`config.mk`:
```
export PLATFORM = sky130hd
export DESIGN_NAME = sphn_input_conditioner
export DESIGN_NICKNAME = d
export VERILOG_FILES = /design/src/rtl/sphn_input_pkg.sv /design/src/rtl/sphn_debounce.sv /design/src/rtl/sphn_input_conditioner.sv
export SDC_FILE = /design/constraint.sdc
export NUM_CORES = 1
export LEC_CHECK = 0
export ABC_CLOCK_PERIOD_IN_PS = 4500
export CORE_ASPECT_RATIO = 0.9
export CORE_MARGIN = 2
export CORE_UTILIZATION = 40
export DETAILED_ROUTE_END_ITERATION = 6
export HOLD_SLACK_MARGIN = 0.06
export SLEW_MARGIN = 10
export SYNTH_ARGS = -nofsm -noshare
export SYNTH_HDL_FRONTEND = slang
export SYNTH_SLANG_ARGS = --single-unit
```
`constraint.sdc`:
```
create_clock -name pix_clk -period 4.5 [get_ports pix_clk]
set_input_delay 0.45 -clock pix_clk [delete_from_list [all_inputs] [get_ports pix_clk]]
set_output_delay 0.45 -clock pix_clk [all_outputs]
set_load 0.01 [all_outputs]
```
`src/rtl/sphn_input_pkg.sv`:
```
// Shared constants for the pong button conditioner: channel count and the
// bit position of each button within the raw and debounced vectors.
package sphn_input_pkg;

  localparam int NUM_BTN    = 5;

  localparam int BTN_P1_UP  = 0;
  localparam int BTN_P1_DN  = 1;
  localparam int BTN_P2_UP  = 2;
  localparam int BTN_P2_DN  = 3;
  localparam int BTN_P2_ACT = 4;

endpackage

```
`src/rtl/sphn_debounce.sv`:
```
// One button channel: two-flop synchroniser followed by a counter debounce.
// The level flips only after DB_COUNT consecutive cycles of disagreement.
module sphn_debounce #(
  parameter int DB_COUNT = 50000
) (
  input  logic pix_clk,
  input  logic pix_rst,
  input  logic i_raw,
  output logic o_level
);

  localparam int CNT_W = $clog2(DB_COUNT + 1);
  localparam logic [CNT_W-1:0] CNT_LAST = CNT_W'(DB_COUNT - 1);

  logic             s1_reg;
  logic             s2_reg;
  logic             db_reg;
  logic [CNT_W-1:0] cnt_reg;

  // Pure flop pair; nothing may sit between them or metastability leaks in.
  always_ff @(posedge pix_clk) begin
    if (pix_rst) begin
      s1_reg <= 1'b0;
      s2_reg <= 1'b0;
    end else begin
      s1_reg <= i_raw;
      s2_reg <= s1_reg;
    end
  end

  // Any cycle of agreement restarts the count, so short glitches never land.
  always_ff @(posedge pix_clk) begin
    if (pix_rst) begin
      db_reg  <= 1'b0;
      cnt_reg <= '0;
    end else if (s2_reg == db_reg) begin
      cnt_reg <= '0;
    end else if (cnt_reg == CNT_LAST) begin
      db_reg  <= s2_reg;
      cnt_reg <= '0;
    end else begin
      cnt_reg <= cnt_reg + 1'b1;
    end
  end

  assign o_level = db_reg;

endmodule

```
`src/rtl/sphn_input_conditioner.sv`:
```
// Conditions the five pong buttons and latches conflict-resolved move
// commands once per frame so paddle logic sees stable inputs all frame.
module sphn_input_conditioner
  import sphn_input_pkg::*;
#(
  parameter int DB_COUNT = 50000
) (
  input  logic               pix_clk,
  input  logic               pix_rst,
  input  logic [NUM_BTN-1:0] i_btn,
  input  logic               i_frame_tick,
  output logic               o_p1_up,
  output logic               o_p1_down,
  output logic               o_p2_up,
  output logic               o_p2_down,
  output logic               o_p2_active,
  output logic               o_mode_change,
  output logic [NUM_BTN-1:0] o_btn_db
);

  logic [NUM_BTN-1:0] db;

  generate
    for (genvar gi = 0; gi < NUM_BTN; gi++) begin : g_chan
      sphn_debounce #(
        .DB_COUNT (DB_COUNT)
      ) u_debounce (
        .pix_clk (pix_clk),
        .pix_rst (pix_rst),
        .i_raw   (i_btn[gi]),
        .o_level (db[gi])
      );
    end
  endgenerate

  assign o_btn_db = db;

  logic p1_up_next;
  logic p1_down_next;
  logic p2_up_next;
  logic p2_down_next;

  // Opposing presses cancel; player two only moves in two-player mode.
  always_comb begin
    p1_up_next   = db[BTN_P1_UP] & ~db[BTN_P1_DN];
    p1_down_next = db[BTN_P1_DN] & ~db[BTN_P1_UP];
    p2_up_next   = db[BTN_P2_ACT] & db[BTN_P2_UP] & ~db[BTN_P2_DN];
    p2_down_next = db[BTN_P2_ACT] & db[BTN_P2_DN] & ~db[BTN_P2_UP];
  end

  logic p1_up_reg;
  logic p1_down_reg;
  logic p2_up_reg;
  logic p2_down_reg;
  logic p2_active_reg;
  logic mode_change_reg;

  always_ff @(posedge pix_clk) begin
    if (pix_rst) begin
      p1_up_reg       <= 1'b0;
      p1_down_reg     <= 1'b0;
      p2_up_reg       <= 1'b0;
      p2_down_reg     <= 1'b0;
      p2_active_reg   <= 1'b0;
      mode_change_reg <= 1'b0;
    end else if (i_frame_tick) begin
      p1_up_reg       <= p1_up_next;
      p1_down_reg     <= p1_down_next;
      p2_up_reg       <= p2_up_next;
      p2_down_reg     <= p2_down_next;
      p2_active_reg   <= db[BTN_P2_ACT];
      // Compared against the old latched mode so it rises with the new value.
      mode_change_reg <= (db[BTN_P2_ACT] != p2_active_reg);
    end else begin
      mode_change_reg <= 1'b0;
    end
  end

  assign o_p1_up       = p1_up_reg;
  assign o_p1_down     = p1_down_reg;
  assign o_p2_up       = p2_up_reg;
  assign o_p2_down     = p2_down_reg;
  assign o_p2_active   = p2_active_reg;
  assign o_mode_change = mode_change_reg;

endmodule

```
==> results.py <==
metrics = {
    "layout": {
        "synthToLayoutAreaGrowth_pct": 12.0,
        "final_common_cell": "dfxtp_1",
        "final_cell_mix": "dfxtp_1 (101), nor2_1 (95), xnor2_1 (60)",
        "layout.nets": 494,
        "finish.utilization": 0.464,
        "n_antenna_cell": 0,
        "largest_reg_flops": 80,
        "drive_gt1_frac": 0.0329,
    },
    "yosys": {
        "synthCells": 470,
        "synth_cell_types": 32,
        "synth_seq_cells": 101,
        "synthXorXnorAreaFrac": 0.153,
        "ys_seq_area_frac": 0.472,
        "synth_top_family_by_area": "simple AND/OR/NAND/NOR gates",
        "avgSynthCellArea_um2": 9.11,
        "yosysWarnings": 0,
        "synth.mux.area_fraction": 0.0140,
        "synth_compound_area_frac": 0.00585,
        "synth-simple-area-share": 0.300,
        "yosys.area_share.adder": 0.0146,
        "syn-cell-area_mm2": 0.00428,
        "syn-num-nets": 483,
    },
    "floorplanning": {
        "ios": 19,
        "dieArea_mm2": 0.0115,
        "placementRows": 35,
        "fp.dieH_um": 102,
        "chipWidth_um": 113,
        "core_mm2": 0.0103,
        "initial_core_util": 0.414,
    },
    "sta": {
        "rsz0062_at_grt": "false",
        "setup_tns_ns": 0,
        "drv_slew": 0,
        "final-setup-viol-count": 0,
        "fin_crit_ns": 2.09,
        "fmax_ghz": 0.479,
        "layout_setup_ws_ns": 2.41,
        "final.period_utilization": 0.464,
        "worst_pin_slew_ns": 0.958,
        "relSlewSlack": 0.359,
        "hold_viol": 0,
        "hold_slack_ns": 0.439,
        "clock_skew_ns": 0.00632,
    },
    "pwr": {
        "intPower_mw": 1.34,
        "switching_share": 0.204,
        "pwr-share-clk": 0.451,
        "switching_power_mw": 0.344,
        "p_leak_nw": 1.40,
        "power_density_mw_per_mm2": 352,
        "power_frac_comb": 0.014,
        "ir_worst_vdd_mv": 0.214,
        "p_seq_frac": 0.535,
    },
    "setup_path": {
        "crit_slowest_cell": "clkdlybuf4s50_1",
        "crit_family": "simple AND/OR/NAND/NOR gates",
        "crit_buf_inv": 1,
        "start_kind": "input pin",
        "worst_ep_arrival_time_ns": 2.36,
        "ff2ff_setup_slack_ns": 2.46,
        "end_kind": "register",
        "slowest_delay_ns": 0.91,
        "critical_path_class": "input pin to register",
        "cp.required_ns": 4.77,
        "crit_chain": "clkdlybuf4s50_1 > or3_1 > nor2_1",
        "path_max_fanout": 28,
    },
    "clock_tree": {
        "cts_num_sinks": 101,
        "cts_resized": 0,
        "htreeDepth": 3,
        "cts-root-buf": "clkbuf_16",
        "cts-buffers-inserted": 9,
        "holdBufCountCts": 0,
        "cts_buffer_depth": 2,
        "path_clk_slew_ns": 0.07,
        "tritoncts": "yes",
        "clock_latency_ns": 0.34,
        "post_cts_buffers": 0,
    },
    "run_status": {
        "violations": "design-rule violations",
        "outcome": "complete, but fails checks",
    },
    "run": {
        "drv_cap": 0,
    },
    "global_routing": {
        "grt.overflow.total": 0,
        "grt_use_total": 0.141,
        "antenna_found_initial": 0,
        "grt_max_degree": 29,
        "grt_pass1_vias": 2870,
        "grt_pass1_wl_um": 13100,
    },
    "placed_design": {
        "gp_congestion": 0.788,
        "port_buffers": 18,
        "dp_hpwl_um": 5010,
        "place_ws_ns": 2.01,
    },
    "route": {
        "drc": 1,
        "vias": 3053,
        "drt_wl_total_um": 7320,
        "drtPass1Iterations": 6,
        "avgRoutedWirePerCell_um": 11.9,
        "viasPerCell": 4.96,
        "postRouteAntennaNets": 0,
        "dr.first_iter.drc_count": 190,
    },
    "worst_hold_path": {
        "hp-class": "register to register",
    },
}
[metal layers]
metal  share of wire  vias up  global-route usage
met5               0        -                   0
met4           0.017        0              0.0553
met3           0.043        8              0.0480
met2            0.43       28               0.211
met1            0.51     1400               0.188
li1                -     1617                   -
[final cells by class]
| class | instances | area, um^2 |
|---|---|---|
| timing repair buffer | 18 | 180 |
| clock inverter | 5 | 60.1 |
| clock buffer | 11 | 233 |
| sequential | 101 | 2020 |
| tap | 129 | 161 |
| inverter | 13 | 48.8 |
| multi-input combinational | 338 | 2090 |
| fill | 1008 | 5540 |
[final timing paths]
| path | startpoint | endpoint | cells past startpoint |
|---|---|---|---|
| worst max-delay path | pix_rst | g_chan[0].u_debounce.cnt_reg[7] | 3 |
| worst min-delay path | g_chan[3].u_debounce.s1_reg | g_chan[3].u_debounce.s2_reg | 1 |
| worst max register to register | g_chan[0].u_debounce.cnt_reg[0] | g_chan[0].u_debounce.cnt_reg[7] | 5 |
| worst min register to register | g_chan[3].u_debounce.s1_reg | g_chan[3].u_debounce.s2_reg | 1 |
[kinds of logic after synthesis]
group	count (synthesis)
buf+inv	31
flops	101
simple gates	247
mux	6
fa+ha+maj	5
compound gates	5
xor+xnor	75
[Yosys cell counts]
cell type    n  area (um^2)
a21oi_1      5         25.0
and2_1       2         12.5
and3_1       6         37.5
and4_1       3         26.3
buf_1        2         7.51
buf_4        5         37.5
buf_6        3         33.8
buf_8        1         15.0
clkbuf_1     7         26.3
dfxtp_1    101         2020
ha_1         5         62.6
inv_1       13         48.8
mux2i_1      6         60.1
nand2_1     19         71.3
nand2b_1     4         25.0
nand3_1     25          125
nand3b_1     2         15.0
nand4_1     24          150
nand4b_1     4         35.0
nor2_1      95          357
nor2b_1     10         62.6
nor3_1      16         80.1
nor3b_1      1         7.51
nor4_1      19          119
nor4_2       2         25.0
nor4b_1      3         26.3
nor4bb_1     6         60.1
or3_1        2         12.5
or4_1        2         15.0
or4bb_1      2         22.5
xnor2_1     60          526
xor2_1      15          131
[per-stage QoR]
step / power (mW) / instances / cell area, um^2
finish: 1.69 / 615 / 4790
global route: 1.76 / 615 / 4790
CTS: 1.72 / 615 / 4790
detailed placement: 0.947 / 599 / 4500
global placement: 0.946 / 599 / 4500
floorplan: 0.939 / 470 / 4280
[power by group through the flow]
stage / combinational (mW) / clock (mW) / sequential, mW
5_1_grt: 0.0267 / 0.827 / 0.902
2_1_floorplan: 0.0171 / 0 / 0.922
6_report: 0.0236 / 0.761 / 0.902
3_5_place_dp: 0.0242 / 0 / 0.922
3_3_place_gp: 0.0237 / 0 / 0.922
4_1_cts: 0.0244 / 0.790 / 0.902
(Power assumes the default switching activity.)
